===== src/rtl/ser_pkg.sv =====
// ---------------------------------------------------------------------------
// ser_pkg
// Shared definitions for the parallel-in/serial-out serializer:
//   - ser_state_e     : serializer FSM states (IDLE, SHIFT, GAP)
//   - GAP_W           : width of the inter-word gap counter
//   - IDLE_LEVEL_DEF  : default level of the serial line when no bit is sent
// ---------------------------------------------------------------------------
package ser_pkg;

    typedef enum logic [1:0] {
        IDLE  = 2'd0,
        SHIFT = 2'd1,
        GAP   = 2'd2
    } ser_state_e;

    localparam int   GAP_W          = 4;
    localparam logic IDLE_LEVEL_DEF = 1'b1;

endpackage


===== src/rtl/ser_hold_reg.sv =====
// ---------------------------------------------------------------------------
// ser_hold_reg
// One-entry valid/ready holding buffer in front of the shift register.
// Ports:
//   clk, rst   : clock, asynchronous active-high reset (clears the full flag)
//   din        : parallel word offered upstream
//   din_valid  : din is offered
//   take       : consumer moves the held word out this edge (only when full)
//   ready      : buffer can accept a word (registered-derived, low in reset)
//   full       : buffer holds a word
//   dout       : held word
// ---------------------------------------------------------------------------
module ser_hold_reg #(
    parameter int WIDTH = 8
) (
    input  logic             clk,
    input  logic             rst,
    input  logic [WIDTH-1:0] din,
    input  logic             din_valid,
    input  logic             take,
    output logic             ready,
    output logic             full,
    output logic [WIDTH-1:0] dout
);

    logic             full_q, full_d;
    logic [WIDTH-1:0] data_q, data_d;
    logic             accept;

    // ready depends only on the full flag (and reset), never on din_valid.
    assign ready  = !full_q && !rst;
    assign accept = din_valid && ready;

    // take only happens while full and accept only while empty, so the two
    // never collide on the same edge.
    always_comb begin
        full_d = full_q;
        data_d = data_q;
        if (take) begin
            full_d = 1'b0;
        end else if (accept) begin
            full_d = 1'b1;
            data_d = din;
        end
    end

    always_ff @(posedge clk or posedge rst) begin
        if (rst) begin
            full_q <= 1'b0;
        end else begin
            full_q <= full_d;
        end
    end

    // Data path carries no reset; the full flag qualifies it.
    always_ff @(posedge clk) begin
        data_q <= data_d;
    end

    assign full = full_q;
    assign dout = data_q;

endmodule


===== src/rtl/piso_serializer.sv =====
// ---------------------------------------------------------------------------
// piso_serializer
// Parallel-in/serial-out stage feeding a single-bit sequence detector input.
// Accepts WIDTH-bit words over valid/ready, buffers one pending word while
// another shifts, emits one bit per cycle, then optionally idles GAP_CYCLES
// cycles between words. The line sits at IDLE_LEVEL whenever no bit is sent.
// Ports:
//   clk, rst   : clock, asynchronous active-high reset
//   din        : parallel word
//   din_valid  : din offered
//   din_ready  : a word can be taken (transfer = din_valid && din_ready)
//   ser_out    : serial bit (IDLE_LEVEL when ser_valid is low)
//   ser_valid  : ser_out carries a data bit this cycle
//   busy       : FSM not idle or a word is waiting in the holding register
//   bit_idx    : bits already sent from the current word (0 outside SHIFT)
// ---------------------------------------------------------------------------
module piso_serializer
    import ser_pkg::*;
#(
    parameter int   WIDTH      = 8,
    parameter int   MSB_FIRST  = 1,
    parameter int   GAP_CYCLES = 0,
    parameter logic IDLE_LEVEL = IDLE_LEVEL_DEF
) (
    input  logic                     clk,
    input  logic                     rst,
    input  logic [WIDTH-1:0]         din,
    input  logic                     din_valid,
    output logic                     din_ready,
    output logic                     ser_out,
    output logic                     ser_valid,
    output logic                     busy,
    output logic [$clog2(WIDTH)-1:0] bit_idx
);

    localparam int                CNT_W    = $clog2(WIDTH);
    localparam logic [CNT_W-1:0]  CNT_LAST = CNT_W'(WIDTH - 1);
    localparam logic [GAP_W-1:0]  GAP_LOAD = (GAP_CYCLES > 0) ? GAP_W'(GAP_CYCLES - 1) : '0;

    ser_state_e       state_q, state_d;
    logic [WIDTH-1:0] sr_q, sr_d;
    logic [CNT_W-1:0] cnt_q, cnt_d;
    logic [GAP_W-1:0] gcnt_q, gcnt_d;

    logic             hold_full;
    logic [WIDTH-1:0] hold_data;
    logic             take;

    // Advance the shift register so the next bit to send sits at the output tap.
    function automatic logic [WIDTH-1:0] shift_one(input logic [WIDTH-1:0] v);
        if (MSB_FIRST != 0) begin
            return {v[WIDTH-2:0], 1'b0};
        end else begin
            return {1'b0, v[WIDTH-1:1]};
        end
    endfunction

    ser_hold_reg #(
        .WIDTH(WIDTH)
    ) u_hold (
        .clk       (clk),
        .rst       (rst),
        .din       (din),
        .din_valid (din_valid),
        .take      (take),
        .ready     (din_ready),
        .full      (hold_full),
        .dout      (hold_data)
    );

    always_comb begin
        state_d = state_q;
        sr_d    = sr_q;
        cnt_d   = cnt_q;
        gcnt_d  = gcnt_q;
        take    = 1'b0;

        case (state_q)
            IDLE: begin
                if (hold_full) begin
                    take    = 1'b1;
                    sr_d    = hold_data;
                    cnt_d   = '0;
                    state_d = SHIFT;
                end
            end

            SHIFT: begin
                sr_d  = shift_one(sr_q);
                cnt_d = cnt_q + 1'b1;
                if (cnt_q == CNT_LAST) begin
                    cnt_d = '0;
                    if (GAP_CYCLES > 0) begin
                        state_d = GAP;
                        gcnt_d  = GAP_LOAD;
                    end else if (hold_full) begin
                        // Seamless reload: next word's first bit follows directly.
                        take = 1'b1;
                        sr_d = hold_data;
                    end else begin
                        state_d = IDLE;
                    end
                end
            end

            GAP: begin
                if (gcnt_q == '0) begin
                    if (hold_full) begin
                        take    = 1'b1;
                        sr_d    = hold_data;
                        cnt_d   = '0;
                        state_d = SHIFT;
                    end else begin
                        state_d = IDLE;
                    end
                end else begin
                    gcnt_d = gcnt_q - 1'b1;
                end
            end

            default: begin
                state_d = IDLE;
            end
        endcase
    end

    always_ff @(posedge clk or posedge rst) begin
        if (rst) begin
            state_q <= IDLE;
            cnt_q   <= '0;
            gcnt_q  <= '0;
        end else begin
            state_q <= state_d;
            cnt_q   <= cnt_d;
            gcnt_q  <= gcnt_d;
        end
    end

    // Shift data is qualified by the FSM state, so it needs no reset.
    always_ff @(posedge clk) begin
        sr_q <= sr_d;
    end

    assign ser_valid = (state_q == SHIFT);
    assign ser_out   = ser_valid ? ((MSB_FIRST != 0) ? sr_q[WIDTH-1] : sr_q[0]) : IDLE_LEVEL;
    assign busy      = (state_q != IDLE) || hold_full;
    assign bit_idx   = ser_valid ? cnt_q : '0;

endmodule


===== config.mk =====
export PLATFORM = sky130hd
export DESIGN_NAME = piso_serializer
export DESIGN_NICKNAME = d
export VERILOG_FILES = /design/src/rtl/ser_pkg.sv /design/src/rtl/ser_hold_reg.sv /design/src/rtl/piso_serializer.sv
export SDC_FILE = /design/constraint.sdc
export NUM_CORES = 1
export LEC_CHECK = 0
export CORE_MARGIN = 1
export CORE_UTILIZATION = 29
export CTS_BUF_LIST = sky130_fd_sc_hd__clkbuf_2 sky130_fd_sc_hd__clkbuf_4 sky130_fd_sc_hd__clkbuf_8
export DETAILED_ROUTE_END_ITERATION = 7
export HOLD_SLACK_MARGIN = 0.03
export PLACE_DENSITY = 0.52
export SLEW_MARGIN = 5
export SYNTH_ARGS = -nofsm -noshare
export SYNTH_HDL_FRONTEND = slang
export SYNTH_SLANG_ARGS = --single-unit
export TNS_END_PERCENT = 10

===== constraint.sdc =====
create_clock -name clk -period 5.6 [get_ports clk]
set_clock_uncertainty 0.2 [all_clocks]
set_input_delay 1.4 -clock clk [delete_from_list [all_inputs] [get_ports clk]]
set_output_delay 1.4 -clock clk [all_outputs]
set_load 0.01 [all_outputs]

==> flow_summary_export.csv <==
group,metric,value,unit
placed_design,globalplace.congestion,0.677,
clocking,post-cts-setup-buffers,0,
yosys,syn_area,881,µm²
min_path,hold_class,"flip-flop to flip-flop",
clocking,clockRootBuffer,"clkbuf_4",
placed_design,dp_hpwl,930,µm
drt,drt-initial-drc-count,5,
critical_path,crit_path_top_delay_cell,"clkdlybuf4s50_1",
power_and_ir_drop,powerDensity,521,nW/µm²
die,rows,19,
layout,drive_gt1_share,17.1,%
global_route,grt_pass1_vias,492,
timing,fin_setup_tns,0,ps
timing,timing.fmax,245,MHz
yosys,yosys-top-cells-area,"edfxtp_1 (55%), dfrtp_1 (14%), mux2_2 (8.9%)",
clocking,clockBufferDepth,2,
flow_run,maxCapViolCount,0,
yosys,ys_ff_latch,21,
yosys,synth_nets,70,
critical_path,path_depth,3,
timing,min_period,4080,ps
clocking,cts_resized,0,
die,start_util,31.4,%
drt,wire_per_inst,12.1,µm
die,io_pins,18,
drt,drt-total-wl,1300,µm
global_route,grt_usage,9.28,%
timing,fin_crit_sh,72.8,%
timing,grt_setup_unrepaired,"false",
global_route,met1_usage,12.2,%
clocking,clkTransAtPathRegs,110,ps
clocking,cts.sinks,21,
critical_path,cp_top_family,"buffers and inverters",
critical_path,start_kind,"input pin",
global_route,grt_pass1_wl,2250,µm
drt,drcViolationCount,0,
layout,instances_no_fill,107,
yosys,synth_top_cell_area_share,54.5,%
drt,antenna_left,0,
critical_path,crit_top_cell,"clkdlybuf4s50_1",
timing,hold_viol,0,
clocking,holdBufCountCts,0,
outcome,status,"completed",
die,die-area,3260,µm²
placed_design,dpl.cell_count,103,
die,coreArea,2810,µm²
critical_path,r2r_cells,4,
yosys,yosys_warnings,0,
critical_path,worstPathArrival,2480,ps
critical_path,crit_chain,"clkdlybuf4s50_1, nor2_1, clkdlybuf4s50_1",
timing,worst_slew_pin_slew,370,ps
critical_path,crit_type,"input pin to primary output",
global_route,top_usage_layer,"met2",
power_and_ir_drop,vdd_ir_drop_max,152,µV
layout,n_antenna_cell,0,
global_route,met3_usage,2.04,%
layout,fill_cells,279,
power_and_ir_drop,leakagePower,0.000462,µW
drt,viasPerCell,4.57,
timing,maxSlewViolCount,0,
clocking,htree_levels,1,
global_route,use_met2,14.8,%
clocking,cts_buffers,3,
clocking,worstSkewPairLatency,290,ps
global_route,overflow,0,
critical_path,crit_fanout,3,
critical_path,critPathMaxStageDelay,540,ps
layout,final_util,40.0,%
yosys,syn_area_per_cell,16.0,µm²
clocking,cts_tree,"built",
global_route,antenna_found_initial,0,
min_path,min_path_cells,1,
yosys,netlist_instances,55,
die,die_x,57.1,µm
yosys,ys_seq_area_share,68.8,%
yosys,synth_cell_types,18,
critical_path,r2r_start,"cnt_q[0]",
timing,setup_viol,0,
global_route,grt_max_degree,13,
timing,slew_headroom,75.3,%
yosys,synth_top_area_cell,"edfxtp_1",
layout,layout.nets,92,
drt,dr.pass1.iters,2,
critical_path,crit_path_end_kind,"primary output",
min_path,hp-start,"cnt_q[1]",
critical_path,worst_ep_required_time,4000,ps
die,fp.dieH,57.1,µm
placed_design,portBuffers,17,
critical_path,startpoint,"rst",
layout,areaGrowthSynthToFinish,27.4,%
critical_path,cp_num_buf_inv,2,
drt,route.vias.total,489,
final cells by class:
cell class / instances / area, µm² / area share, %
Clock buffer: 4 / 30.0 / 2.68
Inverter: 4 / 15.0 / 1.34
Multi-Input combinational cell: 29 / 255 / 22.7
Sequential cell: 21 / 606 / 54.0
Tap cell: 31 / 38.8 / 3.46
Timing Repair Buffer: 18 / 178 / 15.8
worst reg2reg max path: cells and delay by family, from the launching register on:
family	cells	cell delay, ps
AOI/OAI and AO/OA	1	290
adders and majority gates	2	470
DFF	1	420
muxes	1	380
metrics by stage:
stage | cell area (µm²) | power (µW) | setup slack [ps] | hold slack, ps
2_1_floorplan | 881 | 424 | 2440 | 297
3_3_place_gp | 1090 | 511 | 1540 | 317
3_5_place_dp | 1090 | 517 | 1520 | 336
4_1_cts | 1120 | 594 | 1520 | 363
5_1_grt | 1120 | 629 | 1450 | 375
6_report | 1120 | 585 | 1520 | 356
registers in the layout, indices dropped and copies added, names as in the netlist:
signal       cells
state_q          1
u_hold.full      1
sr_q             8
u_hold.dout      8
cnt_q            3
per-layer routing:
layer | up-vias | share of wire, %
li1 | 245 | -
met1 | 235 | 46
met2 | 7 | 50
met3 | 2 | 2.9
met4 | 0 | 1.0
met5 | - | 0
power breakdown:
part	internal (µW)	switching, µW
combinational	145	94.5
clock	32.5	42.3
sequential	235	35.7
cells in the final DEF, fill, tap and decap left out:
| master | count |
|---|---|
| mux2_2 | 7 |
| inv_1 | 4 |
| dfrtp_1 | 5 |
| a21boi_4 | 1 |
| a21boi_0 | 1 |
| a22o_1 | 3 |
| nand2_1 | 2 |
| edfxtp_1 | 16 |
| clkdlybuf4s50_1 | 17 |
| nor3b_1 | 1 |
| nand2b_1 | 1 |
| o21a_1 | 1 |
| nor2_1 | 2 |
| buf_4 | 1 |
| ha_1 | 4 |
| o21bai_1 | 1 |
| nor2b_1 | 1 |
| nand3_1 | 1 |
| and2_1 | 3 |
| clkbuf_4 | 4 |
final timing paths:
check | end | slack (ps)
min in group asynchronous | u_hold.full | 1170
hold reg to reg | cnt_q[1] | 360
hold / removal | cnt_q[1] | 360
setup reg to reg | sr_q[7] | 3610
setup / recovery | din_ready | 1520
max in group asynchronous | cnt_q[2] | 3850
cells by family (layout without fill, tap and decap cells):
logic type,after synthesis,in the layout,synth area share (%)
buf+inv,5,26,2.27
fa+ha+maj,4,4,5.68
flops,21,21,68.7
mux,7,7,8.95
compound gates,7,7,7.67
simple gates,11,11,6.68
cell usage after synthesis:
library cell / count
nor2_1: 2
nand2_1: 2
mux2_2: 7
nor3b_1: 1
a22o_1: 3
ha_1: 4
a21boi_4: 1
nand2b_1: 1
edfxtp_1: 16
a21boi_0: 1
o21a_1: 1
o21bai_1: 1
and2_1: 3
buf_2: 1
dfrtp_1: 5
inv_1: 4
nor2b_1: 1
nand3_1: 1
Note: power is estimated with default switching activity, not from simulation.
